===== src/rtl/fetch_unit.sv =====
// fetch_unit: instruction fetch front end.
// Issues sequential word-aligned fetch requests under a credit limit, queues the
// returned instructions with their PCs in a DEPTH-entry circular FIFO, and
// flushes on redirect, discarding responses that belong to pre-redirect requests.
// Optional feature macro: FETCH_BYPASS_EN -- a response arriving while the queue
// is empty is presented to decode in the same cycle.
module fetch_unit #(
  parameter int unsigned DEPTH    = 4,
  parameter logic [31:0] RESET_PC = 32'h0000_0000
) (
  input  logic        clk,
  input  logic        rst,
  output logic        imem_req_valid,
  input  logic        imem_req_ready,
  output logic [31:0] imem_req_addr,
  input  logic        imem_rsp_valid,
  input  logic [31:0] imem_rsp_data,
  output logic        out_valid,
  input  logic        out_ready,
  output logic [31:0] out_inst,
  output logic [31:0] out_pc,
  output logic [31:0] out_pcincre,
  input  logic        redirect_valid,
  input  logic [31:0] redirect_pc,
  input  logic        halt
);

  localparam int unsigned AW = $clog2(DEPTH);
  localparam int unsigned CW = AW + 1;
  localparam logic [CW-1:0] ZERO_C    = {CW{1'b0}};
  localparam logic [CW-1:0] ONE_C     = CW'(1'b1);
  localparam logic [AW-1:0] PTR_ZERO_C = {AW{1'b0}};
  localparam logic [AW-1:0] PTR_ONE_C  = AW'(1'b1);
  localparam logic [CW:0]   DEPTH_C   = (CW+1)'(DEPTH);

  // Architectural state
  logic [31:0]   fetch_pc_r;
  logic [31:0]   rsp_pc_r;       // PC of the next kept response
  logic [CW-1:0] count_r;
  logic [CW-1:0] outstanding_r;
  logic [CW-1:0] drop_r;
  logic [AW-1:0] wptr_r;
  logic [AW-1:0] rptr_r;
  logic [31:0]   inst_mem_r [DEPTH];
  logic [31:0]   pc_mem_r   [DEPTH];

  // Next-state and control
  logic [31:0]   fetch_pc_nxt_s;
  logic [31:0]   rsp_pc_nxt_s;
  logic [CW-1:0] count_nxt_s;
  logic [CW-1:0] outstanding_nxt_s;
  logic [CW-1:0] drop_nxt_s;
  logic [AW-1:0] wptr_nxt_s;
  logic [AW-1:0] rptr_nxt_s;
  logic [31:0]   redirect_base_s;
  logic          credit_ok_s;
  logic          req_valid_s;
  logic          req_fire_s;
  logic          rsp_seen_s;
  logic          rsp_keep_s;
  logic          rsp_drop_s;
  logic          head_valid_s;
  logic          bypass_s;
  logic          has_inst_s;
  logic          push_s;
  logic          pop_s;
  logic          out_valid_s;
  logic [31:0]   out_inst_s;
  logic [31:0]   out_pc_s;
  logic          unused_s;

  // Low address bits of a redirect target are ignored by design
  assign unused_s        = ^redirect_pc[1:0];
  assign redirect_base_s = {redirect_pc[31:2], 2'b00};

  // Credit rule: every in-flight request is guaranteed a queue slot
  assign credit_ok_s  = ({1'b0, count_r} + {1'b0, outstanding_r}) < DEPTH_C;
  assign req_valid_s  = !rst && !halt && !redirect_valid && credit_ok_s;
  assign req_fire_s   = req_valid_s && imem_req_ready;

  // Response classification; a response in a redirect cycle is always discarded
  assign rsp_seen_s   = imem_rsp_valid && (outstanding_r != ZERO_C);
  assign rsp_keep_s   = imem_rsp_valid && !redirect_valid && (drop_r == ZERO_C);
  assign rsp_drop_s   = imem_rsp_valid && !redirect_valid && (drop_r != ZERO_C);
  assign head_valid_s = (count_r != ZERO_C);

`ifdef FETCH_BYPASS_EN
  assign bypass_s = rsp_keep_s && !head_valid_s;
`else
  assign bypass_s = 1'b0;
`endif

  assign has_inst_s = !rst && (head_valid_s || bypass_s);
  assign pop_s      = out_valid_s && out_ready && head_valid_s;
  assign push_s     = rsp_keep_s && !(bypass_s && out_ready);

  // Decode-side view: FIFO head first, else the bypassed response
  always_comb begin
    out_valid_s = 1'b0;
    out_inst_s  = 32'h0000_0000;
    out_pc_s    = 32'h0000_0000;
    if (rst) begin
      out_valid_s = 1'b0;
    end else if (head_valid_s) begin
      out_valid_s = !redirect_valid;
      out_inst_s  = inst_mem_r[rptr_r];
      out_pc_s    = pc_mem_r[rptr_r];
    end else if (bypass_s) begin
      out_valid_s = !redirect_valid;
      out_inst_s  = imem_rsp_data;
      out_pc_s    = rsp_pc_r;
    end else begin
      out_valid_s = 1'b0;
    end
  end

  assign imem_req_valid = req_valid_s;
  assign imem_req_addr  = fetch_pc_r;
  assign out_valid      = out_valid_s;
  assign out_inst       = out_inst_s;
  assign out_pc         = out_pc_s;
  assign out_pcincre    = has_inst_s ? (out_pc_s + 32'd4) : 32'h0000_0000;

  // Next-state: redirect flushes and retargets, otherwise normal flow
  always_comb begin
    fetch_pc_nxt_s = fetch_pc_r;
    rsp_pc_nxt_s   = rsp_pc_r;
    count_nxt_s    = count_r;
    drop_nxt_s     = drop_r;
    wptr_nxt_s     = wptr_r;
    rptr_nxt_s     = rptr_r;
    if (redirect_valid) begin
      fetch_pc_nxt_s = redirect_base_s;
      rsp_pc_nxt_s   = redirect_base_s;
      count_nxt_s    = ZERO_C;
      wptr_nxt_s     = PTR_ZERO_C;
      rptr_nxt_s     = PTR_ZERO_C;
      // Everything still in flight belongs to the old path
      if (rsp_seen_s) begin
        drop_nxt_s = outstanding_r - ONE_C;
      end else begin
        drop_nxt_s = outstanding_r;
      end
    end else begin
      if (req_fire_s) begin
        fetch_pc_nxt_s = fetch_pc_r + 32'd4;
      end else begin
        fetch_pc_nxt_s = fetch_pc_r;
      end
      if (rsp_keep_s) begin
        rsp_pc_nxt_s = rsp_pc_r + 32'd4;
      end else begin
        rsp_pc_nxt_s = rsp_pc_r;
      end
      if (rsp_drop_s) begin
        drop_nxt_s = drop_r - ONE_C;
      end else begin
        drop_nxt_s = drop_r;
      end
      if (push_s) begin
        wptr_nxt_s = wptr_r + PTR_ONE_C;
      end else begin
        wptr_nxt_s = wptr_r;
      end
      if (pop_s) begin
        rptr_nxt_s = rptr_r + PTR_ONE_C;
      end else begin
        rptr_nxt_s = rptr_r;
      end
      case ({push_s, pop_s})
        2'b10:   count_nxt_s = count_r + ONE_C;
        2'b01:   count_nxt_s = count_r - ONE_C;
        default: count_nxt_s = count_r;
      endcase
    end
  end

  // Outstanding requests: +1 per accepted request, -1 per response of any kind
  always_comb begin
    outstanding_nxt_s = outstanding_r;
    case ({req_fire_s, rsp_seen_s})
      2'b10:   outstanding_nxt_s = outstanding_r + ONE_C;
      2'b01:   outstanding_nxt_s = outstanding_r - ONE_C;
      default: outstanding_nxt_s = outstanding_r;
    endcase
  end

  // Control state registers with asynchronous reset
  always_ff @(posedge clk or posedge rst) begin
    if (rst) begin
      fetch_pc_r    <= RESET_PC;
      rsp_pc_r      <= RESET_PC;
      count_r       <= ZERO_C;
      outstanding_r <= ZERO_C;
      drop_r        <= ZERO_C;
      wptr_r        <= PTR_ZERO_C;
      rptr_r        <= PTR_ZERO_C;
    end else begin
      fetch_pc_r    <= fetch_pc_nxt_s;
      rsp_pc_r      <= rsp_pc_nxt_s;
      count_r       <= count_nxt_s;
      outstanding_r <= outstanding_nxt_s;
      drop_r        <= drop_nxt_s;
      wptr_r        <= wptr_nxt_s;
      rptr_r        <= rptr_nxt_s;
    end
  end

  // Queue storage; contents are only observed while count is non-zero
  always_ff @(posedge clk) begin
    if (push_s) begin
      inst_mem_r[wptr_r] <= imem_rsp_data;
      pc_mem_r[wptr_r]   <= rsp_pc_r;
    end
  end

endmodule


===== config.mk =====
export PLATFORM = sky130hd
export DESIGN_NAME = fetch_unit
export DESIGN_NICKNAME = d
export VERILOG_FILES = /design/src/rtl/fetch_unit.sv
export SDC_FILE = /design/constraint.sdc
export NUM_CORES = 1
export LEC_CHECK = 0
export ABC_AREA = 1
export ABC_CLOCK_PERIOD_IN_PS = 5800
export CAP_MARGIN = 40
export CORE_MARGIN = 8
export CORE_UTILIZATION = 45
export CTS_CLUSTER_DIAMETER = 200
export DETAILED_ROUTE_END_ITERATION = 8
export HOLD_SLACK_MARGIN = 0.15
export PLACE_DENSITY = 0.72
export SYNTH_ARGS = -nofsm -noshare
export SYNTH_HDL_FRONTEND = slang
export SYNTH_SLANG_ARGS = --single-unit

===== constraint.sdc =====
create_clock -name clk -period 5.8 [get_ports clk]
set_clock_uncertainty 0.15 [all_clocks]
set_input_delay 0.58 -clock clk [delete_from_list [all_inputs] [get_ports clk]]
set_output_delay 0.58 -clock clk [all_outputs]
set_load 0.01 [all_outputs]

==> results of run 1 <==
## metrics by stage
step | hold WS (ns) | area, um^2 | power [mW]
2_1_floorplan | 0.324 | 16100 | 3.56
3_3_place_gp | 0.394 | 18400 | 4.13
3_5_place_dp | 0.400 | 18500 | 4.18
4_1_cts | 0.406 | 19600 | 6.27
5_1_grt | 0.434 | 19600 | 6.51
6_report | 0.421 | 19600 | 6.23
## synthesized netlist by cell type (all sizes together)
| master | instances |
|---|---|
| nor2 | 272 |
| edfxtp | 248 |
| buf | 56 |
| nor4 | 1 |
| nor4b | 1 |
| conb | 1 |
| nand3 | 150 |
| or2 | 1 |
| o21ai | 102 |
| ha | 15 |
| o311ai | 2 |
| nand3b | 1 |
| fa | 1 |
| o221ai | 4 |
| o211ai | 27 |
| mux2i | 1 |
| nor3b | 1 |
| dfrtp | 73 |
| nand2 | 494 |
| xor2 | 33 |
| a31oi | 2 |
| clkinv | 1 |
| xnor2 | 13 |
| a21oi | 47 |
| inv | 206 |
| nand4 | 22 |
| clkbuf | 17 |
| nor3 | 25 |
## routing by layer
layer,global-route usage (%),vias to the layer above,share of wire (%)
li1,-,6317,-
met2,33.0,459,47
met4,6.20,0,2.5
met3,3.34,74,7.5
met1,26.3,6031,43
met5,0,-,0
## cell families (layout without fill, tap and decap cells)
family	after synthesis	count (layout)	share of synthesized area, %
and+or+nand+nor	968	968	24.8
DFF	321	321	57.6
buffers and inverters	280	483	7.26
AOI/OAI and AO/OA	184	184	6.37
xor gates and xnor gates	46	46	2.50
adders and majority gates	16	16	1.29
other	1	6	0.0233
muxes	1	1	0.0622
## worst max-delay path, cell delays in order, from the launching register on
cell             delay, ns
dfrtp_2               0.58
inv_2                 0.65
buf_4                 0.34
buf_4                 0.32
nand2_1               0.09
nand2_1               0.09
nand2_1               0.14
nor2_1                0.17
nand2_1               0.09
nor2_1                0.22
nand3_1               0.12
nand2_1               0.07
nand2_1               0.05
inv_1                 0.04
clkdlybuf4s50_1       0.53
## power groups by stage
| stage | registers [mW] | clock network [mW] | logic [mW] |
|---|---|---|---|
| 4_1_cts | 2.83 | 2.13 | 1.32 |
| 2_1_floorplan | 2.82 | 0 | 0.745 |
| 3_5_place_dp | 2.87 | 0 | 1.31 |
| 3_3_place_gp | 2.86 | 0 | 1.26 |
| 6_report | 2.83 | 2.09 | 1.30 |
| 5_1_grt | 2.85 | 2.22 | 1.45 |
## layout make-up
cell class | instances | share of cell area, %
inverters | 207 | 3.97
clock buffers | 43 | 4.62
multi-input cells | 1221 | 29.0
clock inverters | 18 | 0.912
well taps | 461 | 2.94
repair buffers | 215 | 11.2
flip-flops and latches | 321 | 47.3
## registers in the layout (all words and copies together) (netlist names)
| register | flops |
|---|---|
| drop_r | 3 |
| count_r | 3 |
| imem_req_addr | 30 |
| rptr_r | 2 |
| pc_mem_r | 120 |
| inst_mem_r | 128 |
| outstanding_r | 3 |
| rsp_pc_r | 30 |
| wptr_r | 2 |
## worst paths after layout
kind	from	end	slack (ns)
min	rsp_pc_r[11]	pc_mem_r[3][11]	0.42
max in group asynchronous	rst	imem_req_addr[6]	4.51
min in group asynchronous	rst	count_r[2]	0.43
max reg2reg	count_r[0]	count_r[2]	2.43
min reg2reg	rsp_pc_r[11]	pc_mem_r[3][11]	0.42
max	rptr_r[1]	out_pcincre[22]	1.0
==> out/metrics.sh, run 1 <==
INSERTION_DELAY_NS=0.52
DPL_WORST_SLACK_NS=1.28
DRT_PRE_ANTENNA_ITERS=5
INTERNAL_POWER_mW=4.41
WL_UM=42800
GRTUSAGETOTAL_PCT=19.8
DETAIL_ROUTE.DRC_VIOLATIONS=0
CTS-RESIZED-GATES=0
NUMBER_OF_GLOBAL_ROUTE_VIAS_BEFORE_REPAIR=12600
CRITICAL_PATH.MAX_FANOUT=35
POSTSYNTHCELLCOUNT=1817
GLOBAL_ROUTE_WIRE_LENGTH_BEFORE_REPAIR_UM=66700
CELLLEAKAGEPOWER_nW=7.99
DIE_WIDTH_UM=205
FMAXACHIEVABLE_MHz=208
CRIT_PATH_END_KIND='output pin'
REGAREA_UM2=9280
SETUP_TNS_NS=0
PLACED_CELLS=2425
CAP_VIOLATIONS=0
POST_SYNTH_MAIN_AREA_CONTRIBUTORS='edfxtp_1 (46%), nand2_1 (11%), dfrtp_1 (11%)'
SYN2LAYOUT_AREA_GROWTH_PCT=22.0
GRT_SETUP_UNREPAIRED='no'
SEQ_AREA_FRAC_SYNTH_PCT=57.6
PORT_BUFFERS=192
PERIOD_MINUS_SLACK_NS=4.80
POWER-PER-CELL-AREA_nW_PER_UM2=317
CORE_AREA_UM2=35400
CTS_BUFFERS=35
TIMING.SLEW.HEADROOM_PCT=48.3
GR-TOTAL-OVERFLOW=0
FLOORPLAN.DIE_AREA_UM2=42100
SEQUENTIAL_FRACTION_OF_DESIGN_POWER_PCT=45.4
LAYOUT_COMMONEST_CELL='nand2_1'
CLOCK_SINK_COUNT=321
YOSYSWARNINGS=0
MIN_PATH_TYPE='register to register'
FINAL_NET_COUNT=2088
SYNTH_TOP_CELL_BY_AREA='edfxtp_1'
FINISH.UTILIZATION_PCT=55.4
AVGVIACOUNTPERCELL=5.18
WORST_SETUP_SLACK_FINAL_NS=0.995
ROWS=69
CRIT_TYPE='register to output pin'
DRT.ANTENNA.VIOLATING_NETS=0
R2R_CELLS=13
DETAILEDPLACEMENTHPWL_UM=29800
POWER_SWITCHING_mW=1.82
NUM_ANTENNA_CELLS=0
CLOCKPOWERSHARE_PCT=33.6
DRIVE_GT1_SHARE_PCT=5.48
HOLD_PATH_DEPTH=0
H-TREE-DEPTH=2
DIEHEIGHT_UM=205
PEAKVDDDROP_mV=0.197
CRITPATHLAUNCHTYPE='register'
GRT_START_MAX_NET_PINS=64
WORSTPATHARRIVAL_NS=4.07
WORST_SLEW_PIN_SLEW_NS=0.774
DATA_REQUIRED_TIME_AT_THE_WORST_ENDPOINT_NS=5.07
POWER.COMBINATIONAL.FRACTION_PCT=20.9
CTS-ROOT-BUF='clkbuf_16'
START_UTIL_PCT=45.5
PERIOD_SHARE_PCT=82.8
NUMBER_OF_FLIP_FLOPS_AND_LATCHES_IN_THE_SYNTHESIZED_NETLIST=321
FINAL.FILL_COUNT=3104
SYN-CELL-AREA_UM2=16100
PLACE_CONGESTION=0.911
SYNTH.AVG_CELL_AREA_UM2=8.85
IOS=201
FINAL_MAX_SLEW_VIOL_COUNT=0
VIA_COUNT=12900
SYNTHDISTINCTLIBCELLS=38
NUMBER_OF_ANTENNA_VIOLATIONS_AT_THE_FIRST_CHECK_IN_GLOBAL_ROUTING=1
POST_DRT_WL_PER_CELL_UM=17.2
WORST_SETUP_HOLD_PATH_CLK_SLEW_NS=0.06
MOSTFREQUENTLAYOUTCELLS='nand2_1 (491), edfxtp_1 (248), nor2_1 (246), inv_1 (198), clkdlybuf4s50_1 (192)'
COUNT_OF_FINAL_SETUP_VIOLATORS=0
CTS_TREE='built'
POST_CTS.REPAIR.SETUP_BUFFERS=0
SYNTHDOMINANTCELLAREASHARE_PCT=46.3
CTS-HOLD-FIX-BUFFERS=0
AREA_OCCUPIED_BY_MULTI_INPUT_GATES_UM2=5700
INITIALDRTVIOLATIONCOUNT=683
REPORT.FINAL.HOLD_VIOL_COUNT=0
STATUS='finished clean'
FINAL_CELLS=2486
P_SW_SHARE_PCT=29.2
MAX-CLOCK-PATH-BUFFERS=3
Note: power is estimated with default switching activity, not from simulation.
==> inputs of run 2 (changes only) <==
- ABC_CLOCK_PERIOD_IN_PS: 5800 -> 4000
- PLACE_DENSITY: 0.72 -> 0.74
- clock period: 5.8 -> 4 ns (I/O delays scaled with it)
==> run 2 against run 1 <==
Sequential power up 45%; design area up 1.0%; largest cell class unchanged; clock power up 51%; largest power group unchanged; sequential share of layout area down 0.48 points; non-clock buffer count up 3; critical path depth up 2; routed wire length up 1.3%; worst hold slack worse by 0.19 ns.
==> out/metrics.sh, run 2 (synthesis gave the netlist of run 1 again) <==
DIE_WIDTH_UM=205
LARGEST_REG_FLOPS=128
CLOCKPOWERSHARE_PCT=34.3
COUNT_OF_FINAL_SETUP_VIOLATORS=0
H-TREE-DEPTH=2
CORE_AREA_UM2=35400
DRIVE_GT1_SHARE_PCT=6.06
TIMING.SLEW.HEADROOM_PCT=45.9
CTS-ROOT-BUF='clkbuf_16'
MIN_PATH_TYPE='primary input to async pin'
MOSTFREQUENTLAYOUTCELLS='nand2_1 (490), edfxtp_1 (248), nor2_1 (244), inv_1 (198), clkdlybuf4s50_1 (190)'
DPL_WORST_SLACK_NS=0.272
GLOBAL_ROUTE_WIRE_LENGTH_BEFORE_REPAIR_UM=67300
NUMBER_OF_ANTENNA_VIOLATIONS_AT_THE_FIRST_CHECK_IN_GLOBAL_ROUTING=1
PORT_BUFFERS=192
LAYOUT_COMMONEST_CELL='nand2_1'
DETAIL_ROUTE.DRC_VIOLATIONS=0
TOP_REGS='inst_mem_r x128, pc_mem_r x120'
CRITICAL_PATH.CELL_CHAIN='inv_6, buf_6, nand2_1, nand3_1, nand3_4, inv_4, ha_2, inv_1, nor2_4, nand2_4, nor2_4, nand2_1, nand2_1, nand2_1, inv_1, clkdlybuf4s50_1'
FINAL_AREA_UM2=19800
WL_UM=43400
START_UTIL_PCT=45.5
P_SW_SHARE_PCT=29.0
WORST_SETUP_HOLD_PATH_CLK_SLEW_NS=0.06
FINAL_MAX_SLEW_VIOL_COUNT=0
CRIT_BUF_INV=6
NUMBER_OF_GLOBAL_ROUTE_VIAS_BEFORE_REPAIR=12500
CRIT_PATH_TOP_DELAY_CELL='dfrtp_4'
CAP_VIOLATIONS=0
FINAL.FILL_COUNT=3114
AVGVIACOUNTPERCELL=5.19
CRITPATHLAUNCHTYPE='register'
DATA_REQUIRED_TIME_AT_THE_WORST_ENDPOINT_NS=3.45
CTS-HOLD-FIX-BUFFERS=0
FINAL_NET_COUNT=2091
VIA_COUNT=12900
CELLLEAKAGEPOWER_nW=8.10
CRITICAL_PATH.TOP_DELAY_FAMILY='buffers and inverters'
CTS_TREE='built'
CLOCK_SINK_COUNT=321
FINAL_CELLS=2492
SETUP_TNS_NS=0
CRITPATHMOSTFREQUENTCELL='nand2_1'
PERIOD_MINUS_SLACK_NS=3.80
INITIALDRTVIOLATIONCOUNT=804
REGISTERS.TOP_BY_FF_COUNT='inst_mem_r'
INTERNAL_POWER_mW=6.52
DRT_PRE_ANTENNA_ITERS=5
DETAILEDPLACEMENTHPWL_UM=29300
IOS=201
SEQUENTIAL_FRACTION_OF_DESIGN_POWER_PCT=44.5
PLACE_CONGESTION=0.906
CRITICAL_PATH.MAX_FANOUT=10
DIEHEIGHT_UM=205
CTS_BUFFERS=35
POWER.COMBINATIONAL.FRACTION_PCT=21.2
WORST_SETUP_SLACK_FINAL_NS=0.204
PERIOD_SHARE_PCT=94.9
CRIT_PATH_END_KIND='output pin'
FLOORPLAN.DIE_AREA_UM2=42100
GRT_START_MAX_NET_PINS=108
MAX-CLOCK-PATH-BUFFERS=3
WORST_SLEW_PIN_SLEW_NS=0.809
PEAKVDDDROP_mV=0.322
ROWS=69
GRTUSAGETOTAL_PCT=20.1
SYN2LAYOUT_AREA_GROWTH_PCT=23.2
POST_DRT_WL_PER_CELL_UM=17.4
REPORT.FINAL.HOLD_VIOL_COUNT=0
PLACE_AREA_UM2=18500
POWER-PER-CELL-AREA_nW_PER_UM2=463
FMAXACHIEVABLE_MHz=263
GR-TOTAL-OVERFLOW=0
POWER_SWITCHING_mW=2.66
CRIT_TYPE='register to output pin'
STATUS='finished clean'
WORSTPATHARRIVAL_NS=3.25
PLACED_CELLS=2424
DRT.ANTENNA.VIOLATING_NETS=0
CRITICAL_PATH.MAX_STAGE_DELAY_NS=0.54
INSERTION_DELAY_NS=0.52
==> run 2: worst reg2reg max path, stage by stage, from the launching register on <==
cell     delay, ns
dfrtp_1       0.44
nor2_2        0.20
nand2_1       0.11
nand2_4       0.27
buf_12        0.27
nor2_1        0.11
nand2_1       0.18
inv_1         0.07
nand2_1       0.11
inv_1         0.07
fa_1          0.38
xor2_1        0.18
xor2_1        0.16
o21ai_0       0.13
==> run 2: final timing paths <==
kind	startpoint	endpoint	slack [ns]	cells past startpoint
setup / recovery	rptr_r[0]	out_pcincre[30]	0.20	16
hold / removal	rst	rsp_pc_r[27]	0.23	3
setup reg to reg	count_r[0]	count_r[2]	1.08	13
hold reg to reg	drop_r[1]	drop_r[1]	0.41	2
max in group asynchronous	rst	rsp_pc_r[16]	2.89	4
min in group clk	redirect_pc[23]	rsp_pc_r[23]	0.36	3
==> run 2: metal layers <==
| layer | track usage (%) | wire length (um) | vias to the layer above |
|---|---|---|---|
| met2 | 32.9 | 20300 | 434 |
| met5 | 0 | 0 | - |
| met3 | 3.64 | 3170 | 58 |
| met1 | 27.4 | 19000 | 6122 |
| met4 | 4.93 | 827 | 0 |
| li1 | - | - | 6327 |
==> run 2: power groups by stage <==
stage | registers (mW) | logic (mW) | clock network [mW]
after CTS | 4.08 | 1.93 | 3.19
after detailed placement | 4.15 | 1.91 | 0
final | 4.09 | 1.95 | 3.15
after global routing | 4.12 | 2.17 | 3.33
after floorplan | 4.09 | 1.08 | 0
after global placement | 4.14 | 1.87 | 0
==> run 2: cell type report <==
type / instances / area [um^2] / area share (%)
diodes: 1 / 2.50 / 0.0126
clock inverters: 22 / 201 / 1.02
repair buffers: 218 / 2290 / 11.6
clock buffers: 41 / 930 / 4.69
multi-input cells: 1221 / 5760 / 29.0
flip-flops and latches: 321 / 9280 / 46.8
well taps: 461 / 577 / 2.91
inverters: 207 / 785 / 3.96
==> run 2: metrics by stage <==
step                      hold slack, ns  utilization (%)  total power [mW]
final                              0.231             56.0              9.19
after global routing               0.251             56.0              9.61
after CTS                          0.196             55.6              9.20
after detailed placement           0.404             52.3              6.06
after global placement             0.392             52.3              6.01
after floorplan                    0.324                -              5.17
==> run 2: what timing repair did <==
action | CTS | global route
endpoints found under the setup margin | 6 | 20
pin swaps | 0 | 2
buffers inserted | 2 | 1
resized for setup | 3 | 28
endpoints found under the hold margin | 0 | 0
cloned | 0 | 1
==> patch (config.mk and constraints of run 2) <==
Add a define of `FETCH_BYPASS_EN`.
--- a/src/rtl/fetch_unit.sv
+++ b/src/rtl/fetch_unit.sv
@@ -5,4 +5,6 @@
 // Optional feature macro: FETCH_BYPASS_EN -- a response arriving while the queue
 // is empty is presented to decode in the same cycle.
+`define FETCH_BYPASS_EN
+
 module fetch_unit #(
   parameter int unsigned DEPTH    = 4,
Formal check against the unedited RTL: not equivalent (a bounded check fails within 4 cycles, from zero or initial values and one cycle with rst high).
==> patch against run 2 <==
  * Sequential cell count stayed put
  * Final cell count is 2.0% lower
  * Worst setup slack worse by 35 ps
  * Wire length is 6.5% higher
  * Global-route usage is 1.4 points higher
  * Design area is 0.47% higher
  * Synthesized area is 0.19% higher
  * Power is 5.3% higher
  * Combinational power is 26% higher
==> patch: results (changes against run 2) <==
metric,value,unit,change
synthTopCellsByArea,"edfxtp_1, dfrtp_1, nand2_1",,
routedLengthMet1,19620,um,+3.1%
wl_per_cell,18.92,um,+8.8%
slew_headroom,41.23,%,-4.7 points
cellLeakagePower,7.838,nW,-3.2%
dr_total_vias,13349,,+3.2%
hpwl,31380,um,+7.0%
grt_use_total,21.45,%,+1.4 points
grt_first_pass_wirelength,72140,um,+7.2%
arrival,3280,ps,+30 ps
use_met2,34.78,%,+1.9 points
antenna_found_initial,0,,-1
met3_usage,3.904,%,+0.27 points
dr.max_layer_used,met4,,
cp_slowest_stage_delay,540,ps,about the same
cts-buffers-inserted,36,,+2.9%
nets,2039,,-2.5%
drive_above_1_share,8.535,%,+2.5 points
synth.distinct_cells,43,,+13%
drtIter0Drc,1181,,+47%
switching_power,3.063,mW,+15%
pwr-share-seq,42.1,%,-2.4 points
outcome,"finished, final reports clean",,
met2_length,21710,um,+6.7%
clock_power_share,32.6,%,-1.7 points
hold_class,in -> reg,,
ir_worst_vdd,0.0002704,V,-16%
gp_congestion,0.9283,,+2.5%
synthTopCellsByCount,"nand2_1, edfxtp_1, nand3_1",,
syn_area_per_cell,9.190,um2,+3.8%
critical_path.top_delay_family,simple AND/OR/NAND/NOR gates,,
portBuffers,192,,unchanged
n_antenna_cell,0,,-1
dpl_cell_area,0.01857,mm2,+0.24%
yosysSeqAreaShare,57.53,%,-0.11 points
grt_max_degree,84,,-22%
drt_wl_total,46190,um,+6.5%
largest_registers,"inst_mem_r (128), pc_mem_r (120)",,
firstDrtPassIters,5,,unchanged
clk_pin_slew,60,ps,about the same
cp_slowest_cell,clkdlybuf4s50_1,,
num-fill-cells,3040,,-2.4%
wl_met3,3606,um,+14%
place_ws,363.7,ps,+91.95 ps
grt_util_met1,28.78,%,+1.4 points
regArea,0.009279,mm2,unchanged
## patch: changes by cell type after synthesis, sizes merged, moves of 7 or more
cell	run 2	this run
clkbuf	17	35
nand3	150	207
o22ai	0	32
nand2	494	470
xor2	33	51
nor2	272	170
o221ai	4	11
o21ai	102	94
nor4	1	8
nand4	22	12
inv	206	150
## patch: final cells by class
class	instances	share of cell area, %
repair buffers	245	12.12
inverters	152	2.915
multi-input cells	1196	29.83
clock buffers	47	4.731
well taps	461	2.896
flip-flops and latches	321	46.59
clock inverters	19	0.9110
## patch: worst paths after layout
kind                                      from  cells past startpoint  slack [ps]                end
worst min-delay path            redirect_pc[8]                      3         350   imem_req_addr[8]
worst max-delay path                 drop_r[0]                     16         170    out_pcincre[19]
worst min register to register    rsp_pc_r[30]                      0         380    pc_mem_r[2][30]
max in group asynchronous                  rst                      5        2380  imem_req_addr[13]
worst max register to register       drop_r[0]                     11         970       rsp_pc_r[16]
min in group asynchronous                  rst                      3         530       rsp_pc_r[13]
## patch: kinds of logic after synthesis
family | synth area share [%]
AOI/OAI and AO/OA | 7.949
buffers and inverters | 6.505
muxes | 0.06210
other | 0.02326
xor gates and xnor gates | 3.206
DFF | 57.53
and+or+nand+nor | 23.43
adders and majority gates | 1.289
## patch: what timing repair did
action | CTS | global route
hold endpoints to repair | 0 | 0
gates resized for setup | 3 | 50
endpoints found under the setup margin | 16 | 25
pin swaps | 0 | 6
setup buffers | 0 | 9
## patch: through the flow
stage,power (mW),setup TNS [ps]
finish,9.678,0
global placement,6.462,0
global route,10.14,-536.4
detailed placement,6.517,0
CTS,9.675,0
floorplan,5.423,-91850
